### src/rtl/sram_bus_arbiter.sv
// Two-port arbiter and bus sequencer for the latch-addressed SRAM bus.
// Each grant runs one complete read or write cycle; all bus pins come from flops.
module sram_bus_arbiter #(
  parameter int unsigned READ_WAIT   = 1,
  parameter int unsigned WE_CYCLES   = 1,
  parameter bit          ROUND_ROBIN = 1'b1
) (
  input  logic       clk,
  input  logic       rst_n,
  input  logic       en,
  input  logic       p0_valid,
  input  logic       p1_valid,
  output logic       p0_ready,
  output logic       p1_ready,
  input  logic       p0_we,
  input  logic       p1_we,
  input  logic [7:0] p0_addr,
  input  logic [7:0] p1_addr,
  input  logic [7:0] p0_wdata,
  input  logic [7:0] p1_wdata,
  output logic       p0_rsp,
  output logic       p1_rsp,
  output logic [7:0] rsp_rdata,
  output logic [7:0] bus_out,
  output logic       bus_drive,
  input  logic [7:0] bus_in,
  output logic       mem_latch_clk,
  output logic       mem_oe_n,
  output logic       mem_we_n,
  output logic       busy,
  output logic [3:0] state_dbg
);

  typedef enum logic [3:0] {
    IDLE     = 4'd0,
    ADDR     = 4'd1,
    LATCH    = 4'd2,
    RD_WAIT  = 4'd3,
    RD_CAP   = 4'd4,
    TURN     = 4'd5,
    WR_DATA  = 4'd6,
    WR_PULSE = 4'd7,
    WR_HOLD  = 4'd8
  } state_e;

  localparam logic [3:0] RW_LOAD = 4'(READ_WAIT - 1);
  localparam logic [3:0] WE_LOAD = 4'(WE_CYCLES - 1);

  state_e     state_q, state_d;
  logic [3:0] cnt_q, cnt_d;
  logic       last_grant_q, last_grant_d;
  logic       id_q, id_d;
  logic       we_q, we_d;
  logic [7:0] addr_q, addr_d;
  logic [7:0] wdata_q, wdata_d;

  logic       drive_q, drive_d;
  logic [7:0] bus_out_q, bus_out_d;
  logic       latch_q, latch_d;
  logic       oe_n_q, oe_n_d;
  logic       we_n_q, we_n_d;
  logic       rsp0_q, rsp0_d;
  logic       rsp1_q, rsp1_d;
  logic [7:0] rdata_q, rdata_d;

  logic pick1, accept;

  // Port 1 wins when alone, or on contention when round-robin says it is its turn.
  always_comb begin
    pick1    = p1_valid && (!p0_valid || (ROUND_ROBIN && !last_grant_q));
    p0_ready = (state_q == IDLE) && en && p0_valid && !pick1;
    p1_ready = (state_q == IDLE) && en && pick1;
    accept   = p0_ready || p1_ready;
  end

  always_comb begin
    id_d         = id_q;
    we_d         = we_q;
    addr_d       = addr_q;
    wdata_d      = wdata_q;
    last_grant_d = last_grant_q;
    if (accept) begin
      id_d         = pick1;
      last_grant_d = pick1;
      we_d         = pick1 ? p1_we    : p0_we;
      addr_d       = pick1 ? p1_addr  : p0_addr;
      wdata_d      = pick1 ? p1_wdata : p0_wdata;
    end
  end

  always_ff @(posedge clk or negedge rst_n) begin
    if (!rst_n) begin
      state_q      <= IDLE;
      cnt_q        <= '0;
      last_grant_q <= 1'b1;
      id_q         <= 1'b0;
      we_q         <= 1'b0;
      addr_q       <= '0;
      wdata_q      <= '0;
    end else begin
      state_q      <= state_d;
      cnt_q        <= cnt_d;
      last_grant_q <= last_grant_d;
      id_q         <= id_d;
      we_q         <= we_d;
      addr_q       <= addr_d;
      wdata_q      <= wdata_d;
    end
  end

  always_comb begin
    state_d = state_q;
    cnt_d   = cnt_q;
    unique case (state_q)
      IDLE:    if (accept) state_d = ADDR;
      ADDR:    state_d = LATCH;
      LATCH: begin
        if (we_q) begin
          state_d = WR_DATA;
        end else begin
          state_d = RD_WAIT;
          cnt_d   = RW_LOAD;
        end
      end
      RD_WAIT: begin
        if (cnt_q == '0) state_d = RD_CAP;
        else             cnt_d   = cnt_q - 4'd1;
      end
      RD_CAP:  state_d = TURN;
      TURN:    state_d = IDLE;
      WR_DATA: begin
        state_d = WR_PULSE;
        cnt_d   = WE_LOAD;
      end
      WR_PULSE: begin
        if (cnt_q == '0) state_d = WR_HOLD;
        else             cnt_d   = cnt_q - 4'd1;
      end
      WR_HOLD: state_d = IDLE;
      default: state_d = IDLE;
    endcase
  end

  // Bus pins are decoded from the next state so the registered copies line up with state_q.
  always_comb begin
    drive_d   = 1'b0;
    bus_out_d = '0;
    latch_d   = 1'b0;
    oe_n_d    = 1'b1;
    we_n_d    = 1'b1;
    rsp0_d    = 1'b0;
    rsp1_d    = 1'b0;
    rdata_d   = (state_q == RD_CAP) ? bus_in : rdata_q;
    unique case (state_d)
      ADDR: begin
        drive_d   = 1'b1;
        bus_out_d = addr_d;
      end
      LATCH: begin
        drive_d   = 1'b1;
        bus_out_d = addr_d;
        latch_d   = 1'b1;
      end
      RD_WAIT, RD_CAP: begin
        oe_n_d  = 1'b0;
        latch_d = 1'b1;
      end
      TURN: begin
        rsp0_d = !id_d;
        rsp1_d = id_d;
      end
      WR_DATA: begin
        drive_d   = 1'b1;
        bus_out_d = wdata_d;
        latch_d   = 1'b1;
      end
      WR_PULSE: begin
        drive_d   = 1'b1;
        bus_out_d = wdata_d;
        latch_d   = 1'b1;
        we_n_d    = 1'b0;
      end
      WR_HOLD: begin
        drive_d   = 1'b1;
        bus_out_d = wdata_d;
        latch_d   = 1'b1;
        rsp0_d    = !id_d;
        rsp1_d    = id_d;
      end
      default: ;
    endcase
  end

  always_ff @(posedge clk or negedge rst_n) begin
    if (!rst_n) begin
      drive_q   <= 1'b0;
      bus_out_q <= '0;
      latch_q   <= 1'b0;
      oe_n_q    <= 1'b1;
      we_n_q    <= 1'b1;
      rsp0_q    <= 1'b0;
      rsp1_q    <= 1'b0;
      rdata_q   <= '0;
    end else begin
      drive_q   <= drive_d;
      bus_out_q <= bus_out_d;
      latch_q   <= latch_d;
      oe_n_q    <= oe_n_d;
      we_n_q    <= we_n_d;
      rsp0_q    <= rsp0_d;
      rsp1_q    <= rsp1_d;
      rdata_q   <= rdata_d;
    end
  end

  assign bus_drive     = drive_q;
  assign bus_out       = bus_out_q;
  assign mem_latch_clk = latch_q;
  assign mem_oe_n      = oe_n_q;
  assign mem_we_n      = we_n_q;
  assign p0_rsp        = rsp0_q;
  assign p1_rsp        = rsp1_q;
  assign rsp_rdata     = rdata_q;
  assign busy          = (state_q != IDLE);
  assign state_dbg     = state_q;

endmodule

### config.mk
export PLATFORM = sky130hd
export DESIGN_NAME = sram_bus_arbiter
export DESIGN_NICKNAME = d
export VERILOG_FILES = /design/src/rtl/sram_bus_arbiter.sv
export SDC_FILE = /design/constraint.sdc
export NUM_CORES = 1
export LEC_CHECK = 0
export BUFFER_PORTS_ARGS = -buffer_cell sky130_fd_sc_hd__buf_2
export CORE_MARGIN = 1
export CORE_UTILIZATION = 40
export DETAILED_ROUTE_END_ITERATION = 7
export GPL_TIMING_DRIVEN = 1
export MAX_ROUTING_LAYER = met4
export PLACE_DENSITY = 0.66
export SLEW_MARGIN = 10
export SYNTH_ARGS = -nofsm -noshare
export SYNTH_HDL_FRONTEND = slang
export SYNTH_SLANG_ARGS = --single-unit
export TNS_END_PERCENT = 5
### constraint.sdc
create_clock -name clk -period 2.2 [get_ports clk]
set_input_delay 0 -clock clk [delete_from_list [all_inputs] [get_ports clk]]
set_output_delay 0 -clock clk [all_outputs]
set_load 0.02 [all_outputs]
==> summary.txt, run 1 <==
STA
  • Worst-Margin Slew: 889 ps
  • Final worst setup slack: 269 ps
  • # setup viols final: 0
  • Final-report hold violation count: 0
  • Slew Viols, Final: 0
  • RSZ-0062 raised after global routing: false
  • Min Hold Slack: 31.7 ps
  • Skew final: 12.4 ps
  • F_max: 518 MHz
  • Minimum clock period: 1930 ps
  • Fin crit share: 87.8%
  • Slew margin rel.: 40.7%
  • Total negative slack: 0 ps

CTS
  • CTS tree: yes
  • Setup bufs post-CTS: 0
  • Worst-path clk slew: 100 ps
  • Root Buffer Master: clkbuf_8
  • Clk sinks: 49
  • TritonCTS buffer count: 5
  • H-Tree Depth: 2
  • Clock latency at the later pin of the worst-skew pair: 310 ps
  • Clk buf depth: 2

GRT
  • Initial antenna violation count: 0
  • All-layer global routing usage: 18.8%
  • GRT overflow: 0
  • Largest net degree at the start of global routing: 41
  • Vias in the first global route: 1754
  • First-pass GRT wire length: 8.57 mm

Placement
  • Count of input and output buffers: 75
  • Dpl cell area: 2750 um2
  • Pre-CTS WS: 269 ps
  • Placed cells: 327
  • Post-DP HPWL: 3.53 mm
  • GPL Wtd Cong: 0.795

Power and ir drop
  • Leak: 1.38 nW
  • Pwr Density: 1480 nW/um2
  • Worst VDD drop: 0.632 mV
  • Pwr Total: 4.39 mW

Floorplan
  • Placeable core area: 5540 um2
  • Die area: 6070 um2
  • FP Rows: 27
  • Initial Utilization: 41.6%
  • I/O pins: 76
  • Die Wd: 77.9 um
  • Die Height: 77.9 um

Layout
  • Multi-input gate area: 972 um2
  • Diode count: 0
  • Fill count: 496
  • Share of layout cells above drive strength 1: 45.2%
  • Design area: 2970 um2
  • Nets: 319
  • Most frequent cells in the layout: buf_2 (75), dfrtp_1 (46), o32ai_1 (17), nor2_1 (15)
  • Synth-to-Final Area Change: 29.1%
  • Final core occ: 53.7%
  • Commonest non-fill, non-tap cell in the layout: buf_2
  • Fin cells: 344
  • Register Area: 1230 um2

Drt
  • Vias per cell: 5.17
  • Routed WL: 5.18 mm
  • Post-route ant nets: 0
  • Iter 0 DRT Violations: 104
  • # DRC: 0
  • Total number of vias: 1780
  • Drt wl/cell: 15.1 um
  • Total iterations of the first detailed-routing run: 4

Synth
  • Seq/Total Area, Yosys: 53.4%
  • Top_reg_cell synth: dfrtp_1
  • Ys async rst share: 100%
  • EDFF count, synth: 0
  • FF+latch count, synth: 49
  • Cells after synthesis: 185
  • Yosys warnings: 0
  • Area of the mapped netlist: 2300 um2
  • Library cells used by synthesis: 46
  • Post-Syn Nets: 233
  • Mean Syn Cell Area: 12.5 um2

Critical path
  • Crit. End Element: flip-flop
  • Critical path type: flip-flop to flip-flop
  • Max stage delay on crit path: 630 ps
  • Reg2reg path depth: 6
  • Slowest cell on crit path: nor3b_1
  • Worst-path cell chain: inv_1, ha_1, nor3b_1, or3_1, nand2b_1, o21ai_0
  • Top delay family on crit path: simple AND/OR/NAND/NOR gates
  • Crit. path cell count: 6
  • Worst setup SP type: flip-flop
  • Bufs and invs on worst path: 1
  • CP Max Fanout: 7
  • Worst EP arrival: 2110 ps
  • Worst EP required: 2380 ps

Min path
  • Hold path cells: 3
  • Hold/Removal Path Class: primary input to flip-flop

Run
  • Max capacitance violation total: 0

Run status
  • Status: complete, no violations
## cell usage after synthesis (3+ instances only)
cell	n	area (um2)
a21oi_1	3	15.0
a22o_1	8	70.1
a2bb2oi_1	7	61.3
a2bb2oi_2	9	135
clkbuf_1	8	30.0
dfrtp_1	46	1150
dfstp_2	3	78.8
inv_1	5	18.8
mux2_2	8	90.1
nand2_1	6	22.5
nand2b_1	3	18.8
nand3_1	3	15.0
nor2_1	15	56.3
nor2b_1	3	18.8
nor3_1	3	15.0
o32ai_1	17	149
## state kept, by name, indices dropped and copies added, names as in the netlist, 4 cells and up
signal,count
rsp_rdata,8
cnt_q,4
addr_q,8
wdata_q,8
state_dbg,4
bus_out,8
## worst register-to-register path: stages (launching register included)
cell      delay, ps
dfrtp_1         390
inv_1            90
ha_1            180
nor3b_1         630
or3_1           310
nand2b_1        130
o21ai_0          80
## report_power, final
group | internal [mW] | switching [mW] | leakage (nW) | total, mW
Combinational | 0.921 | 1.22 | 0.737 | 2.14
Sequential | 1.34 | 0.170 | 0.579 | 1.51
Clock | 0.451 | 0.297 | 0.0681 | 0.748
## cell families (layout without fill, tap and decap cells)
logic type                 Yosys count  count (layout)  synth area share (%)
xor gates and xnor gates             2               2                 0.761
AOI/OAI and AO/OA                   59              59                  24.2
adders and majority gates            1               1                 0.543
muxes                                8               8                  3.91
buffers and inverters               19             106                  4.51
DFF                                 49              49                  53.4
and+or+nand+nor                     47              47                  12.7
## routing by layer
| layer | vias to the layer above | part of all wire (%) | GRT usage (%) |
|---|---|---|---|
| met3 | 6 | 5.5 | 4.00 |
| met4 | 0 | 0.91 | 4.72 |
| li1 | 868 | - | - |
| met2 | 64 | 49 | 30.6 |
| met1 | 842 | 45 | 23.9 |
| met5 | - | 0 | - |
## path summary, 6_finish.rpt
| check | to | from | slack, ps |
|---|---|---|---|
| max in group asynchronous | wdata_q[1] | rst_n | 1160 |
| min reg2reg | rsp_rdata[5] | rsp_rdata[5] | 510 |
| max | cnt_q[0] | cnt_q[0] | 270 |
| min in group asynchronous | cnt_q[2] | rst_n | 350 |
| min | wdata_q[2] | p1_wdata[2] | 30 |
| max reg2reg | cnt_q[0] | cnt_q[0] | 270 |
## final cells by class
cell class,count,share of cell area [%]
flip-flops and latches,49,41.4
multi-input cells,117,32.7
repair buffers,92,17.7
well taps,72,3.03
clock buffers,5,2.31
clock inverters,3,2.19
inverters,6,0.757
## timing repair
item | 4_1_cts | 5_1_grt
hold endpoints to repair | 44 | 0
setup endpoints to repair | 0 | 1
hold buffers | 9 | 0
resized for setup | 0 | 1
Note: power is estimated with default switching activity, not from simulation.
==> inputs of run 2 (changes only) <==
Settings changed: ABC_AREA set to 1, GPL_TIMING_DRIVEN 1 to 0.
==> run 2 against run 1 <==
Critical path depth is 1 higher. Clock power is 11% lower. Non-clock buffer count is 4 higher. Global-route usage is 0.58 points lower. Setup slack worse by 81 ps. Count of clock-buffer cells in the layout is 1 higher. Routed wire length is 2.8% lower. Critical path type unchanged. Critical endpoint is now we_q.
==> summary.txt, run 2 <==
Synth
  • Mean Syn Cell Area: 8.89 um2
  • Yosys warnings: 0
  • Seq/Total Area, Yosys: 53.0%
  • Top cell type's share of synthesized area: 49.6%
  • Top cells by area, synth: dfrtp_1 (50%), nand2_1 (15%), mux2_2 (3.9%)
  • Post-Syn Nets: 309
  • Library cells used by synthesis: 28
  • EDFF count, synth: 0
  • Post-synth top area cell: dfrtp_1
  • Ys async rst share: 100%
  • Most common cell in the synthesized netlist: nand2_1
  • Area of the mapped netlist: 2320 um2
  • FF+latch count, synth: 49
  • Cells after synthesis: 261
  • Top_reg_cell synth: dfrtp_1
  • Post-synth top cells: nand2_1 (93), dfrtp_1 (46), inv_1 (19)

Critical path
  • Max stage delay on crit path: 570 ps
  • Worst-path cell chain: nor2_4, nand3_2, a21oi_4, buf_4, nor2_1, a31oi_1, dlygate4sd3_1
  • Slowest cell on crit path: dlygate4sd3_1
  • Top delay family on crit path: buffers and inverters
  • Critical path type: flip-flop to flip-flop
  • Worst EP arrival: 2250 ps
  • Worst setup SP type: flip-flop
  • Crit. End Element: flip-flop
  • Bufs and invs on worst path: 2
  • Worst EP required: 2440 ps
  • CP Max Fanout: 10

STA
  • Slew margin rel.: 29.6%
  • F_max: 497 MHz
  • Final-report hold violation count: 0
  • # setup viols final: 0
  • Fin crit share: 91.5%
  • RSZ-0062 raised after global routing: false
  • Skew final: 4.31 ps
  • Slew Viols, Final: 0
  • Worst-Margin Slew: 1060 ps
  • Minimum clock period: 2010 ps
  • Total negative slack: 0 ps
  • Min Hold Slack: 9.47 ps

GRT
  • Initial antenna violation count: 0
  • Met3 Resource Use GR: 4.53%
  • Grt met1 use: 23.7%
  • GRT overflow: 0
  • Vias in the first global route: 1830
  • First-pass GRT wire length: 8.51 mm
  • Met2 Usage GRT: 28.2%
  • All-layer global routing usage: 18.2%
  • Largest net degree at the start of global routing: 50
  • Top Usage Layer GRT: met2

Layout
  • Nets: 405
  • Share of layout cells above drive strength 1: 34.4%
  • Synth-to-Final Area Change: 30.9%
  • Most frequent cells in the layout: nand2_1 (93), buf_2 (78), dfrtp_1 (46), inv_1 (19), nor2_1 (14)
  • Design area: 3040 um2
  • Commonest non-fill, non-tap cell in the layout: nand2_1
  • Diode count: 0
  • Final core occ: 54.9%

Floorplan
  • FP Rows: 27
  • Die Height: 78.2 um
  • Placeable core area: 5540 um2
  • Die Wd: 78.2 um
  • I/O pins: 76
  • Initial Utilization: 41.9%
  • Die area: 6110 um2

Drt
  • Vias per cell: 4.68
  • # DRC: 0
  • Total number of vias: 2011
  • Total iterations of the first detailed-routing run: 4
  • Drt wl/cell: 11.7 um
  • Routed WL: 5.04 mm
  • Iter 0 DRT Violations: 78
  • Post-route ant nets: 0

CTS
  • TritonCTS buffer count: 5
  • Root Buffer Master: clkbuf_8
  • Clock latency at the later pin of the worst-skew pair: 300 ps
  • H-Tree Depth: 2
  • PostCTS Resize Cnt: 0
  • CTS tree: yes
  • Clk sinks: 49
  • Clk buf depth: 2
  • Worst-path clk slew: 90 ps

Run status
  • Status: complete, no violations

Placement
  • Count of input and output buffers: 75
  • Dpl cell area: 2790 um2
  • Post-DP HPWL: 3.55 mm
  • GPL Wtd Cong: 0.811

Power and ir drop
  • Leak: 1.62 nW
  • Pwr Density: 1340 nW/um2
  • Worst VDD drop: 0.508 mV
  • Pwr Total: 4.06 mW

Run
  • Max capacitance violation total: 0

Min path
  • Hold/Removal Path Class: primary input to flip-flop
## run 2: changes by cell type after synthesis, sizes merged, moves of 9 or more
cell	change
a2bb2oi	-16
inv	+16
nand2	+97
nand3	+9
o211ai	+9
o32ai	-17
## run 2: where the power goes
part / internal [mW] / switching [mW] / leakage, nW
Combinational: 0.726 / 1.16 / 0.959
Sequential: 1.31 / 0.203 / 0.600
Clock: 0.370 / 0.299 / 0.0574
Total: 2.40 / 1.66 / 1.62
## run 2: worst paths after layout
check	start	end	slack (ps)	depth (start not counted)
worst min-delay path	p1_addr[4]	addr_q[4]	9	5
worst max register to register	state_dbg[3]	we_q	190	7
worst min register to register	addr_q[0]	addr_q[0]	480	2
min in group asynchronous	rst_n	cnt_q[2]	430	2
max in group asynchronous	rst_n	rsp_rdata[3]	1110	2
worst max-delay path	state_dbg[3]	we_q	190	7
## run 2: cells by family after synthesis
family,count (synthesis),synth area share [%]
AO/OA/AOI/OAI,34,9.92
XOR/XNOR,2,0.755
adder cells (fa/ha/maj),1,0.539
buffers and inverters,28,5.66
flip-flops,49,53.0
multiplexers,8,3.88
AND/OR/NAND/NOR,139,26.3
## run 2: layer usage
metal	vias up	part of all wire, %
li1	1031	-
met4	0	0.32
met5	-	0
met1	923	49
met2	55	46
met3	2	5.0
## run 2: metrics by stage
step	std cells	worst slack [ps]
finish	430	188
global route	430	61.9
CTS	427	80.1
detailed placement	408	496
global placement	408	505
floorplan	261	448
## run 2: timing repair
item / in CTS / in global routing
hold buffers: 11 / 0
endpoints found under the setup margin: 0 / 1
buffers inserted: 0 / 3
endpoints found under the hold margin: 55 / 0
## run 2: cell type report
type	count	area (um2)
timing repair buffer	89	508
tap	72	90.1
clock buffer	6	82.6
buffer	7	52.6
fill	528	2500
multi-input combinational	184	960
clock inverter	2	37.5
sequential	49	1230
inverter	21	78.8
## run 2: worst reg2reg max path, cell delays in order (launching register included)
cell and delay (ps):
dfrtp_1 470, nor2_4 190, nand3_2 130, a21oi_4 200
buf_4 210, nor2_1 60, a31oi_1 130, dlygate4sd3_1 570
==> inputs of run 3 (changes only) <==
Settings changed: CORE_ASPECT_RATIO set to 0.8, CORE_MARGIN 1 to 2.
==> run 3 against run 2 <==
Die area grew 5.2%. Final cell count grew 1.2%. First-iteration DRC count decreased by 6.4%. Critical endpoint unchanged. Critical path type unchanged.
==> summary.txt, run 3 (synthesis results as in run 2) <==
Run status
  • Status: complete, no violations

Floorplan
  • Placeable core area: 5530 um2
  • Die area: 6430 um2
  • Die Wd: 89.2 um
  • I/O pins: 76
  • Initial Utilization: 42.0%
  • Die Height: 72.1 um
  • FP Rows: 24

Power and ir drop
  • Leak: 1.61 nW
  • Pwr Density: 1310 nW/um2
  • Pwr Total: 3.97 mW
  • Worst VDD drop: 0.382 mV

STA
  • # setup viols final: 0
  • Slew Viols, Final: 0
  • Final worst setup slack: 95.5 ps
  • Fin crit share: 95.7%
  • F_max: 475 MHz
  • Total negative slack: 0 ps
  • Minimum clock period: 2100 ps
  • Min Hold Slack: 22.6 ps
  • RSZ-0062 raised after global routing: false
  • Final-report hold violation count: 0
  • Worst-Margin Slew: 1040 ps
  • Skew final: 4.05 ps
  • Slew margin rel.: 30.6%

Layout
  • Multi-input gate area: 960 um2
  • Register Area: 1230 um2
  • Fin cells: 435
  • Diode count: 0
  • Fill count: 543
  • Share of layout cells above drive strength 1: 34.2%
  • Commonest non-fill, non-tap cell in the layout: nand2_1
  • Most frequent cells in the layout: nand2_1 (93), buf_2 (78), dfrtp_1 (46), inv_1 (19), nor2_1 (14)
  • Synth-to-Final Area Change: 30.1%
  • Nets: 404

Critical path
  • Worst EP required: 2440 ps
  • Worst setup SP type: flip-flop
  • Max stage delay on crit path: 580 ps
  • Worst Setup SP: state_dbg[0]
  • Critical path type: flip-flop to flip-flop
  • Worst-path cell chain: nor2_4, nand3_2, a21oi_4, buf_4, nor2_1, a31oi_1, dlygate4sd3_1
  • Slowest cell on crit path: dlygate4sd3_1
  • CP Max Fanout: 10
  • Worst EP arrival: 2340 ps
  • Worst r2r src: state_dbg[0]
  • Crit. End Element: flip-flop
  • Reg2Reg Setup Slack: 100 ps

Drt
  • Total iterations of the first detailed-routing run: 4
  • Drt wl/cell: 12.1 um
  • Iter 0 DRT Violations: 73
  • Routed WL: 5.25 mm
  • Total number of vias: 1996
  • Post-route ant nets: 0
  • # DRC: 0
  • Vias per cell: 4.59

CTS
  • CTS tree: yes
  • TritonCTS buffer count: 5
  • Clk sinks: 49
  • Clk buf depth: 2
  • H-Tree Depth: 2
  • Root Buffer Master: clkbuf_8
  • Worst-path clk slew: 80 ps
  • Clock latency at the later pin of the worst-skew pair: 300 ps
  • PostCTS Resize Cnt: 0

GRT
  • Largest net degree at the start of global routing: 50
  • GRT overflow: 0
  • Vias in the first global route: 1923
  • Initial antenna violation count: 0
  • All-layer global routing usage: 17.8%
  • First-pass GRT wire length: 8.61 mm

Min path
  • Hold Crit Start: p1_addr[3]
  • Hold/Removal Path Class: primary input to flip-flop

Placement
  • Placed cells: 414
  • Post-DP HPWL: 3.73 mm
  • Count of input and output buffers: 75
  • GPL Wtd Cong: 0.891
  • Pre-CTS WS: 485 ps

Run
  • Max capacitance violation total: 0
==> run 3: area by class of cell <==
class	instances	share of cell area, %
Inverter	21	2.61
Multi-Input combinational cell	184	31.8
Clock buffer	7	3.19
Timing Repair Buffer	88	16.6
Buffer	7	1.74
Sequential cell	49	40.7
Clock inverter	1	0.166
Tap cell	78	3.23
==> run 3: worst paths after layout <==
check,cells after the start,endpoint
max,7,we_q
min,5,addr_q[3]
max reg2reg,7,we_q
min reg2reg,2,addr_q[0]
max in group asynchronous,2,rsp_rdata[4]
min in group asynchronous,2,id_q
==> run 3: worst max-delay path: cells and delay by family (launching register included) <==
kind,cells,cell delay (ps)
AOI/OAI and AO/OA,2,370
buffers and inverters,2,800
and+or+nand+nor,3,400
DFF,1,480
==> run 3: repair_timing <==
| action | 4_1_cts | 5_1_grt |
|---|---|---|
| setup endpoints to repair | 0 | 1 |
| hold buffers | 11 | 0 |
| hold endpoints to repair | 55 | 0 |
| buffers inserted | 0 | 2 |
==> run 3: power breakdown <==
part | total, mW | switching (mW) | leakage, nW | internal [mW]
logic | 1.90 | 1.17 | 0.954 | 0.722
clock network | 0.568 | 0.284 | 0.0542 | 0.284
registers | 1.50 | 0.196 | 0.600 | 1.31
total | 3.97 | 1.65 | 1.61 | 2.31
==> run 3: stage by stage <==
| stage | utilization, % | cell area [um2] |
|---|---|---|
| 2_1_floorplan | - | 2320 |
| 3_3_place_gp | 50.6 | 2790 |
| 3_5_place_dp | 50.6 | 2790 |
| 4_1_cts | 54.4 | 3010 |
| 5_1_grt | 54.7 | 3020 |
| 6_report | 54.7 | 3020 |
==> run 3: routing by layer <==
layer	GRT usage, %	part of all wire (%)	vias up
met5	-	0	-
met4	5.14	1.2	0
met3	3.64	5.9	7
met2	28.5	46	59
met1	23.1	47	903
li1	-	-	1027
